<file path="src/rtl/regfile_hilo.sv">
// regfile_hilo: 31 GPRs (r0 reads zero), HI/LO pair and a per-register pending-write scoreboard.
// Define REGFILE_BYPASS_EN to forward same-cycle write-back data and busy clearing to readers.
module regfile_hilo #(
  parameter int unsigned SB_W = 2
) (
  input  logic        clk,
  input  logic        reset,
  input  logic [4:0]  ra1,
  input  logic [4:0]  ra2,
  output logic [31:0] rd1,
  output logic [31:0] rd2,
  output logic        busy1,
  output logic        busy2,
  input  logic [4:0]  wa3,
  input  logic [31:0] wd3,
  input  logic        write_enable,
  input  logic        hi_write,
  input  logic        lo_write,
  input  logic [31:0] hi_data,
  input  logic [31:0] lo_data,
  output logic [31:0] hi,
  output logic [31:0] lo,
  input  logic        mark_en,
  input  logic [4:0]  mark_addr,
  input  logic        flush,
  output logic        sb_overflow
);

  localparam logic [SB_W-1:0] CntMax = {SB_W{1'b1}};
  localparam logic [SB_W-1:0] CntOne = SB_W'(1);

  // Entry 0 of both arrays is held at zero so r0 reads as zero and never busy.
  logic [31:0]     gpr_q [32];
  logic [SB_W-1:0] cnt_q [32];
  logic [SB_W-1:0] cnt_d [32];
  logic [31:0]     hi_q, lo_q;
  logic            ovf_q, ovf_d;

  always_comb begin
    ovf_d    = 1'b0;
    cnt_d[0] = '0;
    for (int r = 1; r < 32; r++) begin
      cnt_d[r] = cnt_q[r];
      if (flush) begin
        cnt_d[r] = '0;
      end else if (mark_en && mark_addr == 5'(r) && !(write_enable && wa3 == 5'(r))) begin
        if (cnt_q[r] == CntMax) begin
          ovf_d = 1'b1;
        end else begin
          cnt_d[r] = cnt_q[r] + CntOne;
        end
      end else if (write_enable && wa3 == 5'(r) && !(mark_en && mark_addr == 5'(r)) &&
                   cnt_q[r] != '0) begin
        cnt_d[r] = cnt_q[r] - CntOne;
      end
    end
  end

  always_ff @(posedge clk) begin
    if (reset) begin
      for (int r = 0; r < 32; r++) begin
        gpr_q[r] <= '0;
        cnt_q[r] <= '0;
      end
      hi_q  <= '0;
      lo_q  <= '0;
      ovf_q <= 1'b0;
    end else begin
      if (write_enable && wa3 != 5'd0) gpr_q[wa3] <= wd3;
      if (hi_write) hi_q <= hi_data;
      if (lo_write) lo_q <= lo_data;
      for (int r = 0; r < 32; r++) cnt_q[r] <= cnt_d[r];
      ovf_q <= ovf_d;
    end
  end

  always_comb begin
    rd1   = (ra1 == 5'd0) ? 32'd0 : gpr_q[ra1];
    rd2   = (ra2 == 5'd0) ? 32'd0 : gpr_q[ra2];
    busy1 = (cnt_q[ra1] != '0);
    busy2 = (cnt_q[ra2] != '0);
    hi    = hi_q;
    lo    = lo_q;
`ifdef REGFILE_BYPASS_EN
    // cnt-1 floored at zero is nonzero exactly when cnt > 1.
    if (write_enable && wa3 == ra1 && wa3 != 5'd0) begin
      rd1   = wd3;
      busy1 = (cnt_q[ra1] > CntOne);
    end
    if (write_enable && wa3 == ra2 && wa3 != 5'd0) begin
      rd2   = wd3;
      busy2 = (cnt_q[ra2] > CntOne);
    end
    if (hi_write) hi = hi_data;
    if (lo_write) lo = lo_data;
`endif
  end

  assign sb_overflow = ovf_q;

endmodule
</file>
<file path="config.mk">
export PLATFORM = sky130hd
export DESIGN_NAME = regfile_hilo
export DESIGN_NICKNAME = d
export VERILOG_FILES = /design/src/rtl/regfile_hilo.sv
export SDC_FILE = /design/constraint.sdc
export NUM_CORES = 2
export LEC_CHECK = 0
export ABC_AREA = 0
export CORE_MARGIN = 2
export CORE_UTILIZATION = 40
export CTS_BUF_LIST = sky130_fd_sc_hd__clkbuf_2
export DETAILED_ROUTE_END_ITERATION = 7
export PLACE_DENSITY = 0.63
export SLEW_MARGIN = 0
export SYNTH_ARGS = -nofsm -noshare
export SYNTH_HDL_FRONTEND = slang
export SYNTH_SLANG_ARGS = --single-unit
</file>
<file path="constraint.sdc">
create_clock -name clk -period 6.35 [get_ports clk]
set_clock_uncertainty 0.15 [all_clocks]
set_input_delay 0.635 -clock clk [delete_from_list [all_inputs] [get_ports clk]]
set_output_delay 0.635 -clock clk [all_outputs]
set_load 0.02 [all_outputs]
</file>
## After elaboration in Yosys (flattened, before gate mapping)

Memory sizes are Yosys's and may differ from the RTL's.
Index checks and enable logic that the tools add are counted.

| cells by class | value |
|---|---|
| add/sub/neg operators | 62 |
| $mul | 0 |
| div/mod/pow operators | 0 |
| $lt $le $gt $ge | 0 |
| eq/ne operators | 93 |
| shifts and indexed selects | 0 |
| muxes and demuxes | 260 |
| bitwise logic cells | 32 |
| reduce and logical (&&, ||, !) cells | 255 |

Operators by type and width:

| operator | number |
|---|---|
| 2-bit 2-to-1 mux | 156 |
| 5-bit equality test, second input constant | 32 |
| 1-bit logical AND | 156 |
| 1-bit 2-to-1 mux | 100 |
| 32-bit 2-to-1 mux | 3 |
| 5-bit by 4-bit equality test with 1-bit output, second input constant | 16 |
| 2-bit nonzero test | 33 |
| 2-bit by 1-bit adder with 2-bit output, second input constant | 31 |
| 2-bit equality test, second input constant | 31 |
| 1-bit logical NOT | 62 |
| 2-bit by 1-bit subtractor with 2-bit output, second input constant | 31 |
| 5-bit by 3-bit equality test with 1-bit output, second input constant | 8 |
| 1-bit bitwise OR | 32 |
| 32-bit OR reduction | 1 |
| 5-bit by 2-bit equality test with 1-bit output, second input constant | 4 |
| 5-bit by 1-bit equality test with 1-bit output, second input constant | 2 |
| 5-bit logical NOT | 2 |
| 5-bit 2-to-1 mux | 1 |
| 5-bit nonzero test | 1 |

| storage, ports and cells | value |
|---|---|
| flip-flop bits (word level) | 65 |
| latch bits | 0 |
| RAM bits | 1088 |
| ROM bits | 0 |
| output and inout bits | 131 |
| logic and storage cells | 707 |
| memories | 2 |

Memory list:

| name | words | width | read ports | clocked after Yosys merged registers in | write ports | line | source |
|---|---|---|---|---|---|---|---|
| gpr_q | 32 | 32 | 2 | 0 | 32 | 33 | `logic [31:0] gpr_q [32];` |
| cnt_q | 32 | 2 | 33 | 0 | 32 | 34 | `logic [SB_W-1:0] cnt_q [32];` |

## Longest topological paths before layout

| logic depth | value |
|---|---|
| depth after elaboration | 96 |
| depth in mapped cells | 9 |
| gate-level depth less buffers | 5 |

## Worst setup path before layout

Ideal clock, no wire load.

| timing | value |
|---|---|
| path kind | input to output |
| start point | in ra2[0] |
| end point | out busy2 |
| data arrival time | 2421 ps |
| setup slack | 3144 ps |
| stages | 8 |
| buffers on the path | 4 |
| cells stage by stage | clkbuf_1 buf_4 buf_4 buf_2 mux4_2 nand2_1 nand3_1 a31oi_1 |

| between the ends | value |
|---|---|
| cells in the longest elaborated chain, start to end | 2 |

RTL lines:

| item | line | source |
|---|---|---|
| from (decl) | 9 | `input logic [4:0] ra2,` |
| memory 32 x 2 bit | - |  |
| 2-bit nonzero test | 81 | `busy2 = (cnt_q[ra2] != '0);` |
| to (decl) | 13 | `output logic busy2,` |

No other way between the ends.

## Final worst setup path

| timing | value |
|---|---|
| start point | in ra1[2] |
| end point | out rd1[19] |

| between the ends | value |
|---|---|
| cells in the longest elaborated chain, start to end | 2 |
| elaborated cells on any way between the ends | 3 |

RTL lines:

| item | line | source |
|---|---|---|
| from (decl) | 8 | `input logic [4:0] ra1,` |
| memory 32 x 32 bit / 5-bit logical NOT (equally long branches) | - |  |
| 32-bit 2-to-1 mux * | 78 | `rd1 = (ra1 == 5'd0) ? 32'd0 : gpr_q[ra1];` |
| to (decl) | 10 | `output logic [31:0] rd1,` |

Every way passes the cells marked *; elsewhere a longest branch is shown, timed or not.

==> flow_summary.yaml <==
status:
  status: "finished clean"
setup_path:
  cpMaxStageDelayCell: "or2_2"
  worstPathArrival_ns: 5.01
  path_max_fanout: 33
  crit_top_cell: "clkdlybuf4s50_1"
  cpLargestDelayFamily: "simple AND/OR/NAND/NOR gates"
  worstSetupPathType: "in2out"
  path_cells: "clkdlybuf4s50_1 -> or2_2 -> nor4_2 -> buf_4 -> nor3_1 -> clkdlybuf4s50_1"
  max_stage_delay_ns: 1.15
  end_kind: "primary output"
  setup.worst_path.start_class: "input port"
  worst-path-buf-inv: 3
  cp_data_required_time_ns: 5.56
floorplan:
  ios: 254
  die_h_um: 397.0
  chipWidth_um: 397.0
  fp.coreArea_um2: 153700
  rows: 144
  start_util_pct: 40.20
  die_area_um2: 157600
pwr:
  combPwrFrac_pct: 16.4
  internal_power_mw: 11.86
  power_leakage_nw: 25.50
  pwr-share-clk_pct: 31.1
  p_per_area_nw_per_um2: 233.3
  power_switching_mw: 4.941
  ir_drop_mv: 0.1320
  pwr-share-seq_pct: 52.5
  switching_share_pct: 29.40
finish:
  utilization_pct: 46.87
  fin_cells: 7172
  final_common_cell: "edfxtp_1"
  area_growth_pct: 16.60
  nets: 5028
  final_layout_size_suffix_gt1_share_pct: 26.68
  mostFrequentLayoutCells: "edfxtp_1 (1,024), and2_1 (995), mux4_2 (522)"
grt:
  grt_overflow: 0
  grt_use_total_pct: 27.07
  first_global_vias: 43149
  grt_pass1_wl_mm: 304.9
  grt_max_degree: 90
  antenna_found_initial: 22
clocking:
  cts_tree: "done"
  htreeDepth: 5
  hold_buffers: 279
  clock_latency_ns: 1.63
  cts_root_buf: "clkbuf_2"
  clk_path_buf_depth: 4
  cts_buffers: 327
  post_cts_buffers: 0
  clkTransAtPathRegs_ns: 0.11
  cts_sinks: 1151
  cts_resized: 0
routing:
  met3WireLength_mm: 24.53
  vias_per_cell: 5.941
  wl_met1_mm: 80.55
  wl_mm: 214.6
  num_vias: 42611
  top_layer: "met5"
  drt-initial-drc-count: 4600
  avgRoutedWirePerCell_um: 29.92
  wl_met2_mm: 100.7
  firstDrtPassIters: 5
  drc: 0
  drtAntennaViolNets: 0
sta:
  fmax_mhz: 172.6
  period_share_pct: 91.26
  rsz0062_at_grt: "no"
  worstMarginPinSlew_ns: 1.478
  tns_ns: 0
  holdWs_ns: 0.2430
  final-setup-viol-count: 0
  relSlewSlack_pct: 1.275
  drv_slew: 0
  hold_viol_final: 0
  final.min_clock_period_ns: 5.795
logic_synthesis:
  yosys.area.top_type_share_pct: 49.77
  async_flop_share_pct: 0
  synth.area.top_cells: "edfxtp_1 (50%), mux4_2 (19%), and2_1 (10%)"
  ys_types: 67
  syn-mean-instance-area_um2: 14.30
  synth_top_flop_cell: "edfxtp_1"
  ys_warn_count: 0
  synth_edf_count: 1024
  synthesis.area_um2: 61780
  yosysTopAreaCell: "edfxtp_1"
  netlist_instances: 4321
  synth_seq_area_share_pct: 53.89
  ys_seq_elements: 1151
place:
  gp_congestion: 0.8642
  dp.cells: 6341
  dp_hpwl_mm: 129.6
  port_buffers: 253
hold_path:
  hold_class: "in2reg"
flow_run:
  drv_cap: 0
==> per-stage QoR <==
stage	total power [mW]	cell area, um^2	setup slack (ns)
2_1_floorplan	10.42	61900	3.144
3_3_place_gp	11.50	66550	0.7248
3_5_place_dp	11.54	66550	0.6829
4_1_cts	16.82	71990	0.6827
5_1_grt	17.39	72020	0.6594
6_report	16.81	72040	0.5551
==> worst paths after layout <==
check               startpoint            to  slack, ns  cells past startpoint
setup / recovery        ra1[2]       rd1[19]       0.56                      6
hold / removal          wd3[9]  gpr_q[14][9]       0.24                      4
setup reg to reg         hi[4]         hi[4]       4.28                      4
hold reg to reg   cnt_q[19][1]  cnt_q[19][0]       0.29                      2
==> sequential cells by signal, summed over array words and instances, names as in the netlist <==
name         flops
cnt_q           62
gpr_q         1024
hi              32
lo              32
sb_overflow      1
==> worst min-delay path, stage by stage <==
cell             delay (ns)
dlygate4sd3_1          0.53
clkdlybuf4s50_1        0.42
buf_4                  0.23
and2_1                 0.19
==> metal layers <==
layer / vias up / GRT usage [%]
li1: 17863 / -
met1: 21552 / 34.63
met3: 550 / 7.946
met5: - / 0
met2: 2624 / 43.21
met4: 22 / 10.89
==> final cells by class <==
cell class | instances | area, um^2
Fill cell | 13299 | 81650
Sequential cell | 1151 | 33290
Multi-Input combinational cell | 2736 | 26860
Timing Repair Buffer | 668 | 6570
Tap cell | 2044 | 2557
Clock buffer | 478 | 2392
Clock inverter | 55 | 235.2
Inverter | 21 | 78.83
Antenna cell | 19 | 47.55
==> synthesized netlist by cell type, types with 2 or more instances <==
| cell type | n |
|---|---|
| edfxtp_1 | 1024 |
| and2_1 | 997 |
| mux4_2 | 522 |
| clkbuf_1 | 298 |
| mux2i_1 | 192 |
| dfxtp_1 | 127 |
| nor2_1 | 123 |
| mux2_2 | 120 |
| buf_2 | 93 |
| nand2_1 | 89 |
| o21ai_0 | 80 |
| nor3_1 | 77 |
| o22ai_1 | 67 |
| a22o_1 | 64 |
| a21oi_1 | 60 |
| o211ai_1 | 46 |
| nand3_1 | 41 |
| o21a_1 | 30 |
| buf_4 | 23 |
| nand2b_1 | 23 |
| buf_1 | 22 |
| inv_1 | 21 |
| a211o_1 | 20 |
| or2_2 | 18 |
| a21o_1 | 16 |
| nor2b_1 | 15 |
| a211oi_1 | 14 |
| a22oi_1 | 11 |
| nor4_1 | 9 |
| buf_6 | 8 |
| a2111o_1 | 7 |
| a2111oi_0 | 7 |
| nand4b_1 | 5 |
| nand4bb_1 | 5 |
| and4b_1 | 4 |
| a31oi_1 | 3 |
| and4bb_2 | 3 |
| a221oi_1 | 2 |
| nor2_2 | 2 |
| nor3_2 | 2 |
| nor4bb_1 | 2 |
| o2111ai_1 | 2 |
| or3_1 | 2 |
| or4b_1 | 2 |
==> power by group through the flow <==
stage | sequential (mW) | combinational, mW | clock [mW]
global placement | 8.96 | 2.54 | 0
detailed placement | 8.99 | 2.55 | 0
global route | 8.87 | 2.85 | 5.67
finish | 8.82 | 2.76 | 5.23
CTS | 8.81 | 2.70 | 5.30
floorplan | 8.94 | 1.48 | 0
==> logic make-up after synthesis <==
logic type      share of synthesized area (%)
simple gates                            13.73
flops                                   53.89
mux                                     24.33
buf+inv                                 3.250
compound gates                          4.802
other cells                          0.006070
(Power assumes the default switching activity.)
